**config.mk**
```make
export PLATFORM = sky130hd
export DESIGN_NAME = tile_compositor
export DESIGN_NICKNAME = d
export VERILOG_FILES = /design/src/rtl/tile_pkg.sv /design/src/rtl/tile_locate.sv /design/src/rtl/tile_compositor.sv
export SDC_FILE = /design/constraint.sdc
export NUM_CORES = 1
export LEC_CHECK = 0
export ABC_AREA = 1
export ABC_CLOCK_PERIOD_IN_PS = 2100
export CORE_ASPECT_RATIO = 1.4
export CORE_UTILIZATION = 47
export DETAILED_ROUTE_END_ITERATION = 7
export PLACE_DENSITY = 0.79
export SLEW_MARGIN = 20
export SYNTH_ARGS = -nofsm -noshare
export SYNTH_HDL_FRONTEND = slang
export SYNTH_SLANG_ARGS = --single-unit
```
**constraint.sdc**
```tcl
create_clock -name clk_in -period 2.1 [get_ports clk_in]
set_input_delay 0.42 -clock clk_in [delete_from_list [all_inputs] [get_ports clk_in]]
set_output_delay 0.42 -clock clk_in [all_outputs]
set_load 0.01 [all_outputs]
```
**src/rtl/tile_pkg.sv**
```systemverilog
// ============================================================================
// Module      : tile_pkg
// Description : Tile geometry shared by the compositor and its tile locator.
// Revision    : 1.0 - initial release
// ============================================================================
`default_nettype none

package tile_pkg;

   localparam int TILE_W    = 240;
   localparam int TILE_H    = 320;
   localparam int NUM_TILES = 4;

   // Origins in screen coordinates: three tiles on the top row, one below T0
   localparam int TILE_X0 [NUM_TILES] = '{50, 390, 730, 50};
   localparam int TILE_Y0 [NUM_TILES] = '{26, 26, 26, 446};

   typedef logic [1:0] tile_idx_t;

   function automatic logic in_rect(input logic [10:0] h, input logic [9:0] v,
                                    input int x0, input int y0,
                                    input int w, input int ht);
      return (int'(h) >= x0) && (int'(h) < x0 + w) &&
             (int'(v) >= y0) && (int'(v) < y0 + ht);
   endfunction

endpackage

`default_nettype wire

```
**src/rtl/tile_locate.sv**
```systemverilog
// ============================================================================
// Module      : tile_locate
// Description : Combinational hit test; returns tile index and local x/y.
// Revision    : 1.0 - initial release
// ============================================================================
`default_nettype none

module tile_locate
   import tile_pkg::*;
(
   input  logic [10:0] i_hcount,
   input  logic [9:0]  i_vcount,
   output logic        o_hit,
   output tile_idx_t   o_idx,
   output logic [7:0]  o_local_x,
   output logic [8:0]  o_local_y
);

   always_comb begin
      o_hit     = 1'b0;
      o_idx     = '0;
      o_local_x = '0;
      o_local_y = '0;
      for (int k = 0; k < NUM_TILES; k++) begin
         if (in_rect(i_hcount, i_vcount, TILE_X0[k], TILE_Y0[k], TILE_W, TILE_H)) begin
            o_hit     = 1'b1;
            o_idx     = tile_idx_t'(k);
            o_local_x = 8'(int'(i_hcount) - TILE_X0[k]);
            o_local_y = 9'(int'(i_vcount) - TILE_Y0[k]);
         end
      end
   end

endmodule

`default_nettype wire

```
**src/rtl/tile_compositor.sv**
```systemverilog
// ============================================================================
// Module      : tile_compositor
// Description : Shared BRAM addressing, tile mux and sync realignment for the
//               four filter tiles. Optional blinking tile border: TILE_BORDER_EN.
// Revision    : 1.0 - initial release
// ============================================================================
`default_nettype none

module tile_compositor
   import tile_pkg::*;
#(
   parameter int BRAM_LAT   = 2,
   parameter int BLINK_BITS = 5
)
(
   input  logic                          clk_in,
   input  logic                          rst_n_in,
   input  logic [10:0]                   hcount_in,
   input  logic [9:0]                    vcount_in,
   input  logic                          hsync_in,
   input  logic                          vsync_in,
   input  logic                          blank_in,
   input  tile_idx_t                     sel_in,
   input  logic [NUM_TILES-1:0][6:0]     tile_data_in,
   output logic [16:0]                   addr_out,
   output logic [3:0]                    pixel_out,
   output logic                          hsync_out,
   output logic                          vsync_out,
   output logic                          blank_out
);

   // Sideband stages: locate register, address stage, then BRAM_LAT stages
   localparam int c_depth = BRAM_LAT + 2;
   localparam int c_last  = c_depth - 1;

   logic              w_hit;
   tile_idx_t         w_idx;
   logic [7:0]        w_local_x;
   logic [8:0]        w_local_y;
   logic              w_border;
   logic [16:0]       w_addr;
   logic              w_unused_bits;

   logic [7:0]         r_local_x;
   logic [8:0]         r_local_y;
   logic [c_depth-1:0] r_hit_d;
   logic [c_depth-1:0] r_border_d;
   logic [c_depth-1:0] r_hs_d;
   logic [c_depth-1:0] r_vs_d;
   logic [c_depth-1:0] r_blank_d;
   tile_idx_t          r_idx_d [c_depth];

   tile_locate u_locate (
      .i_hcount  (hcount_in),
      .i_vcount  (vcount_in),
      .o_hit     (w_hit),
      .o_idx     (w_idx),
      .o_local_x (w_local_x),
      .o_local_y (w_local_y)
   );

   // y*240 as y*256 - y*16; the largest result (76799) fits in 17 bits
   assign w_addr = ({r_local_y, 8'b0} - {4'b0, r_local_y, 4'b0}) + {9'b0, r_local_x};

`ifdef TILE_BORDER_EN
   tile_idx_t              r_sel_q;
   logic [BLINK_BITS-1:0]  r_blink_cnt;
   logic                   w_vs_rise;
   logic [NUM_TILES-1:0]   w_ring;

   assign w_vs_rise = vsync_in & ~r_vs_d[0];

   generate
      for (genvar k = 0; k < NUM_TILES; k++) begin : g_ring
         assign w_ring[k] =
            in_rect(hcount_in, vcount_in, TILE_X0[k] - 1, TILE_Y0[k] - 1, TILE_W + 2, TILE_H + 2) &&
            !in_rect(hcount_in, vcount_in, TILE_X0[k], TILE_Y0[k], TILE_W, TILE_H) &&
            !(!r_blink_cnt[BLINK_BITS-1] && (r_sel_q == tile_idx_t'(k)));
      end
   endgenerate

   assign w_border      = |w_ring;
   assign w_unused_bits = ^tile_data_in;

   always_ff @(posedge clk_in or negedge rst_n_in) begin
      if (!rst_n_in) begin
         r_sel_q     <= '0;
         r_blink_cnt <= '0;
      end else if (w_vs_rise) begin
         r_sel_q     <= sel_in;
         r_blink_cnt <= r_blink_cnt + 1'b1;
      end
   end
`else
   assign w_border      = 1'b0;
   assign w_unused_bits = ^{tile_data_in, sel_in};
`endif

   always_ff @(posedge clk_in or negedge rst_n_in) begin
      if (!rst_n_in) begin
         r_local_x  <= '0;
         r_local_y  <= '0;
         r_hit_d    <= '0;
         r_border_d <= '0;
         r_hs_d     <= '0;
         r_vs_d     <= '0;
         r_blank_d  <= '0;
         for (int i = 0; i < c_depth; i++) r_idx_d[i] <= '0;
         addr_out   <= '0;
         pixel_out  <= '0;
         hsync_out  <= 1'b0;
         vsync_out  <= 1'b0;
         blank_out  <= 1'b0;
      end else begin
         r_local_x  <= w_local_x;
         r_local_y  <= w_local_y;
         r_hit_d    <= {r_hit_d[c_last-1:0], w_hit};
         r_border_d <= {r_border_d[c_last-1:0], w_border};
         r_hs_d     <= {r_hs_d[c_last-1:0], hsync_in};
         r_vs_d     <= {r_vs_d[c_last-1:0], vsync_in};
         r_blank_d  <= {r_blank_d[c_last-1:0], blank_in};
         r_idx_d[0] <= w_idx;
         for (int i = 1; i < c_depth; i++) r_idx_d[i] <= r_idx_d[i-1];

         // A miss keeps the last address so the BRAM port does not toggle
         if (r_hit_d[0]) addr_out <= w_addr;

         if (r_blank_d[c_last])
            pixel_out <= 4'h0;
         else if (r_hit_d[c_last])
            pixel_out <= tile_data_in[r_idx_d[c_last]][6:3];
         else if (r_border_d[c_last])
            pixel_out <= 4'hF;
         else
            pixel_out <= 4'h0;

         hsync_out <= r_hs_d[c_last];
         vsync_out <= r_vs_d[c_last];
         blank_out <= r_blank_d[c_last];
      end
   end

endmodule

`default_nettype wire

```
Word-level counts from Yosys, hierarchy flattened
Cells that the tools add are included.
Widths: inputs -> output; s select.
{"block": "totals", "regBits": 65, "in_bits": 56, "out_inout_bits": 24, "elab_cells": 63}
{"block": "op_classes", "add_sub_neg": 7, "n_lt_le_gt_ge": 11, "n_mux": 19, "reduce_logical": 11}
{"operator": "$mux 9", "n": 4}
{"operator": "$mux 8", "n": 4}
{"operator": "$lt 11x10->1 const B", "n": 2}
{"operator": "$add 17x8->17", "n": 1}
{"operator": "$sub 17x13->17", "n": 1}
{"operator": "$sub 8x8->8 const B", "n": 2}
{"operator": "$bmux 7 s2", "n": 1}
{"operator": "$ge 11x10->1 const B", "n": 1}
{"operator": "$ge 11x6->1 const B", "n": 1}
{"operator": "$ge 11x9->1 const B", "n": 1}
{"operator": "$logic_and 1x1->1", "n": 11}
{"operator": "$lt 11x9->1 const B", "n": 1}
{"operator": "$ge 10x5->1 const B", "n": 1}
{"operator": "$ge 10x9->1 const B", "n": 1}
{"operator": "$lt 10x10->1 const B", "n": 1}
{"operator": "$lt 10x9->1 const B", "n": 1}
{"operator": "$sub 9x5->9 const B", "n": 1}
{"operator": "$sub 9x9->9 const B", "n": 1}
{"operator": "$mux 4", "n": 2}
{"operator": "$sub 8x6->8 const B", "n": 1}
{"operator": "$mux 7", "n": 1}
{"operator": "$mux 1", "n": 5}
{"operator": "$mux 2", "n": 2}
{"operator": "$lt 2x3->1 const B", "n": 1}

Longest topological paths before layout
Gate-level depths: netlist of run 1.
{"block": "depth", "word_depth": 8, "ltp_mapped": 14, "ltp_nobuf": 13}

Modules after synthesis
A second synthesis of run 1 with hierarchy kept.
{"block": "unflattened", "hier_cells": 570, "area_unflattened_um2": 4222.8}
{"module": "tile_compositor", "instances": 1, "cells_each": 297, "area_per_inst_um2": 2726.4, "seq_area_each_um2": 1626.6}
{"module": "tile_locate", "instances": 1, "cells_each": 273, "area_per_inst_um2": 1496.4, "seq_area_each_um2": 0.0}

Worst setup path after synthesis of run 1
Ideal clock, no wire load.
{"block": "synth_path", "path_kind": "input port to flip-flop", "startpoint": "input port hcount_in[2]", "endpoint": "register r_hit_d[0]", "setup_time_ps": 122, "arrival_ps": 1550, "required_ps": 1978, "setup_slack_ps": 428, "cell_stages": 11, "path_buffers": 0, "path_cell_list": "inv_1 > ha_1 > nand2_2 > nand3_1 > nand2_1 > nor2_1 > nor2_4 > nand2_4 > nand2_4 > nor2_4 > inv_1"}
{"block": "synth_between", "elab_chain_cells": 8, "word_cells_on_any_way": 21, "classes_between": "order compare (6); mux (4); reduce/logical (11)"}
{"element": "from (decl)", "line_no": "tile_compositor.sv:18", "rtl": "input logic [10:0] hcount_in,"}
{"element": "$ge 11x6->1 / $lt 11x9->1 (equally long branches)", "line_no": "tile_pkg.sv:23", "rtl": "return (int'(h) >= x0) && (int'(h) < x0 + w) &&"}
{"element": "$logic_and 1x1->1 (2 in series)", "line_no": "tile_pkg.sv:23"}
{"element": "$logic_and 1x1->1", "line_no": "tile_pkg.sv:24", "rtl": "(int'(v) >= y0) && (int'(v) < y0 + ht);"}
{"element": "$mux 1 (3 in series)", "line_no": "tile_locate.sv:25", "rtl": "if (in_rect(i_hcount, i_vcount, TILE_X0[k], TILE_Y0[k], TILE_W, TILE_H)) begin"}
{"element": "$mux 1 (*)", "line_no": "tile_locate.sv:25"}
{"element": "via u_locate.o_hit", "line_no": "tile_locate.sv:13", "rtl": "output logic o_hit,"}
{"element": "to (signal assigned)", "line_no": "tile_compositor.sv:117", "rtl": "r_hit_d <= {r_hit_d[c_last-1:0], w_hit};"}
{"element": "to (decl)", "line_no": "tile_compositor.sv:46", "rtl": "logic [c_depth-1:0] r_hit_d;"}
Mark *: on every way through the listed nets, which the timed path passes. The rest lies on a longest branch.
A chain may end at the register's enable or synchronous reset.

Final worst setup path of run 1
{"block": "layout_path", "startpoint": "input port vcount_in[1]", "endpoint": "register r_local_x[6]"}
{"block": "layout_between", "elab_chain_cells": 7, "word_cells_on_any_way": 16, "classes_between": "order compare (4); mux (4); reduce/logical (8)"}
{"element": "from (decl)", "line_no": "tile_compositor.sv:19", "rtl": "input logic [9:0] vcount_in,"}
{"element": "$ge 10x5->1", "line_no": "tile_pkg.sv:24"}
{"element": "$logic_and 1x1->1", "line_no": "tile_pkg.sv:23"}
{"element": "$logic_and 1x1->1", "line_no": "tile_pkg.sv:24"}
{"element": "$mux 8 (3 in series)", "line_no": "tile_locate.sv:25"}
{"element": "$mux 8 (*)", "line_no": "tile_locate.sv:25"}
{"element": "via u_locate.o_local_x[6]", "line_no": "tile_locate.sv:15", "rtl": "output logic [7:0] o_local_x,"}
{"element": "to (signal assigned)", "line_no": "tile_compositor.sv:115", "rtl": "r_local_x <= w_local_x;"}
{"element": "to (decl)", "line_no": "tile_compositor.sv:44", "rtl": "logic [7:0] r_local_x;"}
Marked as above.

==> results of run 1 <==
-- power by group through the flow --
stage	Clock, W	Combinational, W	Sequential, W
6_report	0.00168	0.00123	0.00151
5_1_grt	0.00178	0.00139	0.00154
3_3_place_gp	0	0.00121	0.00152
3_5_place_dp	0	0.00123	0.00154
2_1_floorplan	0	0.000601	0.00157
4_1_cts	0.00171	0.00124	0.00152
-- stage by stage --
step / instance area (um2) / utilization, %
after floorplan: 3970 / -
after global placement: 5100 / 62.3
after detailed placement: 5100 / 62.3
after CTS: 5450 / 66.5
after global routing: 5450 / 66.5
final: 5450 / 66.5
-- cell usage in the layout, fill, tap and decap left out, types with 4 or more instances in the layout --
cell type,count
nor2_4,5
xor2_1,20
nor2_1,62
nand4_1,7
a21oi_1,18
nand2_2,8
clkbuf_16,9
clkdlybuf4s50_1,63
nor2_2,9
inv_1,59
nand2_4,5
nand3b_1,4
inv_2,8
o21ai_0,26
dfrtp_1,65
nand3_1,37
nand2_1,151
buf_4,52
ha_1,15
-- final cells by class --
class | instances | share of cell area (%)
sequential | 65 | 29.8
inverter | 68 | 4.68
clock buffer | 10 | 4.38
tap | 102 | 2.34
multi-input combinational | 389 | 37.1
clock inverter | 6 | 1.93
timing repair buffer | 119 | 19.8
-- Yosys cell counts --
| master | instances | area share, % |
|---|---|---|
| ha_1 | 15 | 4.7 |
| xnor2_1 | 2 | 0.44 |
| nand3_1 | 37 | 4.7 |
| buf_4 | 1 | 0.19 |
| o21a_1 | 1 | 0.19 |
| a21oi_2 | 1 | 0.22 |
| buf_2 | 1 | 0.13 |
| nand4_1 | 7 | 1.1 |
| clkinv_1 | 1 | 0.094 |
| inv_1 | 59 | 5.6 |
| nand2_2 | 8 | 1.3 |
| and2_1 | 1 | 0.16 |
| nor2_2 | 8 | 1.3 |
| clkbuf_1 | 4 | 0.38 |
| o21ai_1 | 2 | 0.25 |
| buf_6 | 4 | 1.1 |
| a21oi_1 | 18 | 2.3 |
| nor2_4 | 5 | 1.4 |
| nor3_1 | 3 | 0.38 |
| a21oi_4 | 1 | 0.41 |
| nor2_1 | 63 | 6.0 |
| or2_2 | 2 | 0.31 |
| xor2_1 | 20 | 4.4 |
| o21bai_1 | 1 | 0.19 |
| dfrtp_1 | 65 | 41 |
| inv_2 | 8 | 0.76 |
| nand2_4 | 5 | 1.4 |
| a21o_1 | 2 | 0.38 |
| nor2b_1 | 1 | 0.16 |
| nand2_1 | 151 | 14 |
| o21ai_2 | 3 | 0.66 |
| a31oi_1 | 2 | 0.31 |
| o21ai_0 | 26 | 3.3 |
| nand3b_1 | 4 | 0.76 |
-- per-layer routing --
metal  vias to the layer above  share of wire [%]  GRT usage, %
li1                       1909                  -             -
met2                        83                 54          42.5
met3                        23                3.7          4.77
met5                         -                  0             0
met4                         0                3.8          12.0
met1                      1646                 38          24.3
-- worst min path at each step --
stage | from | endpoint | slack (ns) | cells past startpoint
2_1_floorplan | rst_n_in | addr_out[0] | 0.12 | 0
3_3_place_gp | r_idx_d[5] | r_idx_d[3] | 0.33 | 0
3_5_place_dp | r_hs_d[3] | hsync_out | 0.33 | 0
4_1_cts | rst_n_in | blank_out | 0.09 | 2
5_1_grt | rst_n_in | r_blank_d[1] | 0.11 | 2
6_report | rst_n_in | r_blank_d[1] | 0.08 | 2
-- cells by family after synthesis --
family | count (synthesis)
AND/OR/NAND/NOR | 295
buffers and inverters | 78
flip-flops | 65
AO/OA/AOI/OAI | 57
XOR/XNOR | 22
adder cells (fa/ha/maj) | 15
-- state kept, by name, summed over array words and instances (netlist names) --
register	count
r_blank_d	4
r_hit_d	4
r_hs_d	4
pixel_out	4
blank_out	1
r_local_y	9
r_local_x	8
hsync_out	1
vsync_out	1
r_vs_d	4
r_idx_d	8
addr_out	17
==> key figures, run 1 <==
Outcome
  • Outcome: complete, no violations

Clock network
  • CTS HTree Levels: 3
  • CTS buffer count: 9
  • Clk_lat worst skew: 0.33 ns
  • CTS tree: yes
  • Sink Count: 65
  • Clk buf depth: 2
  • Worst-path clk slew: 0.05 ns
  • Root buf cell: clkbuf_16
  • Setup Fix Bufs, Post-CTS: 0
  • Post-CTS sizing: 0
  • Hold-fix buffer count after cts: 0

Worst setup path
  • R2R setup slack: 0.16 ns
  • Crit path kind: in2reg
  • Worst Reg-to-Reg Cells: 9
  • Reg2reg start: r_local_y[5]
  • Critical-path top delay cell: clkdlybuf4s50_1
  • WP depth: 10
  • Most common cell on crit path: nand2_1
  • CP required: 2.36 ns
  • Slowest stage delay, CP: 0.62 ns
  • Worst-path fanout max: 6
  • CP Buf/Inv Count: 2
  • CP Launch Point: vcount_in[1]
  • CP cell instances: clkdlybuf4s50_1 > ha_1 > inv_1 > nor2_1 > nand4_1 > nand3_1 > nand2_2 > o21ai_2 > nand2_1 > nand2_1
  • Critical Path Sink Type: flip-flop
  • Critical path endpoint: r_local_x[6]
  • Family with the most delay on the worst path: buffers and inverters
  • Critical path arrival: 2.20 ns
  • RR Endpoint: addr_out[15]
  • Type of origin of the critical path: input pin

STA
  • Worst Tran Pin Value: 0.485 ns
  • F_max: 516 MHz
  • RSZ-0062 raised after global routing: no
  • Worst setup margin: 0.162 ns
  • Layout Skew: 0.00503 ns
  • Final count of hold timing violations: 0
  • Final min period: 1.94 ns
  • Final period util: 92.3%
  • Worst hold margin: 0.0827 ns
  • Final Setup Violations: 0
  • Rel. slew slack: 67.5%
  • Setup TNS: 0 ns
  • Max-slew violations: 0

Min path
  • Hold Path Class: in2async

Global routing
  • Pin count of the biggest net entering global routing: 66
  • First-pass GRT wire length: 15.8 mm
  • Total GRT Usage: 23.3%
  • Total grt overflow: 0
  • Initial antenna violation count: 0
  • Vias in the first global route: 3,637

Synth
  • Post-Syn Instances: 532
  • Synth Area in Compound Gates: 8.15%
  • Main combinational cell family by area after synthesis: simple AND/OR/NAND/NOR gates
  • Mapped Area: 0.00397 mm2
  • Net Count, Synth: 603
  • Yosys warnings: 0
  • Post-synthesis adder-cell area fraction: 4.72%
  • Post-synth cell types: 34
  • Syn avg cell area: 7.47 um2
  • Multiplexer share of the synthesized area: 0%
  • #FFs+latches synth: 65
  • Post-synthesis simple-gate area fraction: 33.1%
  • Sequential area share after synthesis: 40.9%
  • XOR/XNOR Fraction of Synth Area: 4.85%

Pwr
  • Int Pwr: 0.00320 W
  • Sequential fraction of design power: 34.3%
  • VDD IR-drop max: 666 uV
  • Overall power: 0.00442 W
  • Psw: 0.00122 W
  • Logic pwr share: 27.8%
  • Leakage Power: 2.83 nW
  • Cell Pwr Density: 810 mW/mm2
  • Clock share of power: 38.0%
  • Sw frac: 27.7%

Drt
  • First DRT Iteration DRCs: 214
  • DRT Pass-1 Iters: 4
  • Detailed-route via count: 3,661
  • Final ANT Viol Nets: 0
  • DRC Markers: 0
  • Vias per cell: 4.82
  • DR WL/cell: 12.0 um
  • Final WL: 9.09 mm

Layout
  • Antenna Cells: 0
  • Synth-to-layout area growth: 37.2%
  • Fraction of layout cells with a size suffix above 1: 17.2%
  • Register area: 0.00163 mm2
  • Post-route insts no fill: 759
  • # fillers: 726
  • Footprint of the multi-input gates: 0.00202 mm2
  • Fin nets: 723

Place
  • Post-DP HPWL: 7.32 mm
  • GP Congestion: 0.889
  • # port buffers: 65
  • Dpl cells: 743
  • DP Worst Slack: -0.185 ns

Die
  • CORE AREA: 0.00820 mm2
  • Die X: 79.7 um
  • Core Rows: 39
  • Initial core utilization: 48.5%
  • Die Ht: 111 um
  • I/O pin cnt: 80
  • Die area: 0.00883 mm2

Job
  • Max cap viols: 0
No activity file was read; power rests on OpenSTA's default activity.
==> run 2: changes to the inputs <==
Settings changed: CORE_UTILIZATION 47 to 50, PLACE_DENSITY 0.79 to 0.83.
==> run 2 against run 1 <==
Compared with the run above:
- clock power fell by 38%
- hold slack got worse by 0.013 ns
- sequential share of layout area grew 1.4 points
- total power decreased by 15%
- combinational power about the same
- core utilization is 1.2 points higher
- setup slack got worse by 0.027 ns
- critical path type unchanged
- largest power group is now registers
==> key figures, run 2 (same netlist as run 1, synthesis figures left out) <==
Layout
  • Fin nets: 713 (was 723)
  • Most frequent cells in the layout: nand2_1, dfrtp_1, clkdlybuf4s50_1 (unchanged)
  • Fraction of layout cells with a size suffix above 1: 15.8% (was 17.2%)
  • Synth-to-layout area growth: 31.2% (was 37.2%)
  • Reg with most FFs: addr_out (unchanged)
  • Antenna Cells: 0 (unchanged)
  • Largest registers: addr_out x17, r_local_y x9 (unchanged)
  • Most common cell after layout, fill and taps aside: nand2_1 (unchanged)
  • Number of flip-flops under the largest register name: 17 (unchanged)

Die
  • Die X: 77.3 um (was 79.7 um)
  • I/O pin cnt: 80 (unchanged)
  • Die Ht: 107 um (was 111 um)
  • Core Rows: 38 (was 39)
  • Initial core utilization: 51.6% (was 48.5%)
  • Die area: 0.00831 mm2 (was 0.00883 mm2)
  • CORE AREA: 0.00770 mm2 (was 0.00820 mm2)

Clock network
  • Post-CTS sizing: 0 (unchanged)
  • CTS HTree Levels: 3 (unchanged)
  • Clk_lat worst skew: 0.34 ns (was 0.33 ns)
  • Sink Count: 65 (unchanged)
  • Clk buf depth: 2 (unchanged)
  • CTS buffer count: 9 (unchanged)
  • Hold-fix buffer count after cts: 0 (unchanged)
  • CTS tree: yes (unchanged)
  • Setup Fix Bufs, Post-CTS: 0 (unchanged)
  • Root buf cell: clkbuf_8 (was clkbuf_16)
  • Worst-path clk slew: 0.07 ns (was 0.05 ns)

Drt
  • Final ANT Viol Nets: 0 (unchanged)
  • DR WL/cell: 11.9 um (was 12.0 um)
  • First DRT Iteration DRCs: 222 (was 214)
  • DRT Pass-1 Iters: 4 (unchanged)
  • Detailed-route via count: 3,681 (was 3,661)
  • DRC Markers: 0 (unchanged)
  • Vias per cell: 4.93 (was 4.82)
  • Final WL: 8.88 mm (was 9.09 mm)

Global routing
  • First-pass GRT wire length: 14.8 mm (was 15.8 mm)
  • Pin count of the biggest net entering global routing: 66 (unchanged)
  • Total GRT Usage: 22.8% (was 23.3%)
  • Total grt overflow: 0 (unchanged)
  • Vias in the first global route: 3,586 (was 3,637)
  • Initial antenna violation count: 0 (unchanged)

STA
  • Worst Tran Pin Value: 0.493 ns (was 0.485 ns)
  • Max-slew violations: 0 (unchanged)
  • Final min period: 1.97 ns (was 1.94 ns)
  • Layout Skew: 0.00623 ns (was 0.00503 ns)
  • Rel. slew slack: 66.9% (was 67.5%)
  • RSZ-0062 raised after global routing: no (unchanged)
  • Final Setup Violations: 0 (unchanged)
  • Final count of hold timing violations: 0 (unchanged)
  • Worst setup margin: 0.135 ns (was 0.162 ns)
  • Final period util: 93.6% (was 92.3%)
  • F_max: 509 MHz (was 516 MHz)

Outcome
  • Outcome: complete, no violations (unchanged)

Place
  • Post-DP HPWL: 7.08 mm (was 7.32 mm)
  • GP Congestion: 0.900 (was 0.889)
  • # port buffers: 65 (unchanged)
  • DP Worst Slack: -0.206 ns (was -0.185 ns)

Worst setup path
  • Critical Path Sink Type: flip-flop (unchanged)
  • Crit path kind: in2reg (unchanged)
  • CP required: 2.38 ns (was 2.36 ns)
  • Worst-path fanout max: 7 (was 6)
  • Critical path arrival: 2.25 ns (was 2.20 ns)
  • Type of origin of the critical path: input pin (unchanged)

Pwr
  • Leakage Power: 2.70 nW (was 2.83 nW)
  • Overall power: 0.00376 W (was 0.00442 W)
  • VDD IR-drop max: 491 uV (was 666 uV)
  • Cell Pwr Density: 721 mW/mm2 (was 810 mW/mm2)

Min path
  • Hold Path Class: in2async (unchanged)

Job
  • Max cap viols: 0 (unchanged)
==> run 2: cell count changes in the layout (fill, tap and decap cells not counted), sizes merged <==
cell           change
clkbuf             -1
clkinv             -2
clkdlybuf4s50      +1
dlymetal6s2s       -1
bufinv             -2
buf               -10
inv                +3
clkinvlp           +2
==> run 2: final cells by class <==
type / instances / area (um2)
Fill cell: 650 / 2490
Multi-Input combinational cell: 389 / 2020
Sequential cell: 65 / 1630
Timing Repair Buffer: 109 / 988
Inverter: 68 / 255
Tap cell: 100 / 125
Clock buffer: 9 / 124
Clock inverter: 7 / 76.3
==> run 2: worst paths after layout <==
| path | startpoint | to | slack (ns) | cells after the start |
|---|---|---|---|---|
| hold / removal | rst_n_in | blank_out | 0.07 | 2 |
| min in group clk_in | r_vs_d[0] | r_vs_d[1] | 0.34 | 0 |
| hold reg to reg | r_vs_d[0] | r_vs_d[1] | 0.34 | 0 |
| max in group asynchronous | rst_n_in | addr_out[14] | 1.76 | 2 |
| setup reg to reg | r_local_y[3] | addr_out[16] | 0.19 | 9 |
| setup / recovery | hcount_in[2] | r_local_y[8] | 0.13 | 11 |
==> run 2: worst max-delay path, cell delays in order <==
cell and delay (ns):
clkdlybuf4s50_1 0.42, inv_1 0.15, ha_1 0.26, nor2_1 0.09, o21ai_1 0.17, nand3b_1 0.15
nor2_4 0.25, nand2_4 0.10, nand2_4 0.11, nand2_1 0.06, nand2_1 0.05
==> run 2: stage by stage <==
stage | setup TNS (ns) | hold WS (ns) | util [%] | instances | area (um2)
after floorplan | 0 | 0.124 | - | 532 | 3970
after global placement | -2.36 | 0.331 | 65.1 | 731 | 5010
after detailed placement | -3.40 | 0.335 | 65.1 | 731 | 5010
after CTS | 0 | 0.0727 | 67.7 | 747 | 5220
after global routing | 0 | 0.0754 | 67.7 | 747 | 5220
final | 0 | 0.0699 | 67.7 | 747 | 5220
==> run 2: power by group <==
part / leakage [nW] / switching [W] / total, W / internal (W)
Sequential: 0.841 / 0.0000824 / 0.00150 / 0.00142
Combinational: 1.76 / 0.000632 / 0.00121 / 0.000581
Clock: 0.0966 / 0.000493 / 0.00105 / 0.000557
Total: 2.70 / 0.00121 / 0.00376 / 0.00255
==> run 2: per-layer routing <==
layer	vias up	GRT usage, %	wire, um
met5	-	0	0
met4	0	12.5	307
met3	27	4.66	380
met2	109	43.6	4780
met1	1651	22.6	3410
li1	1894	-	-
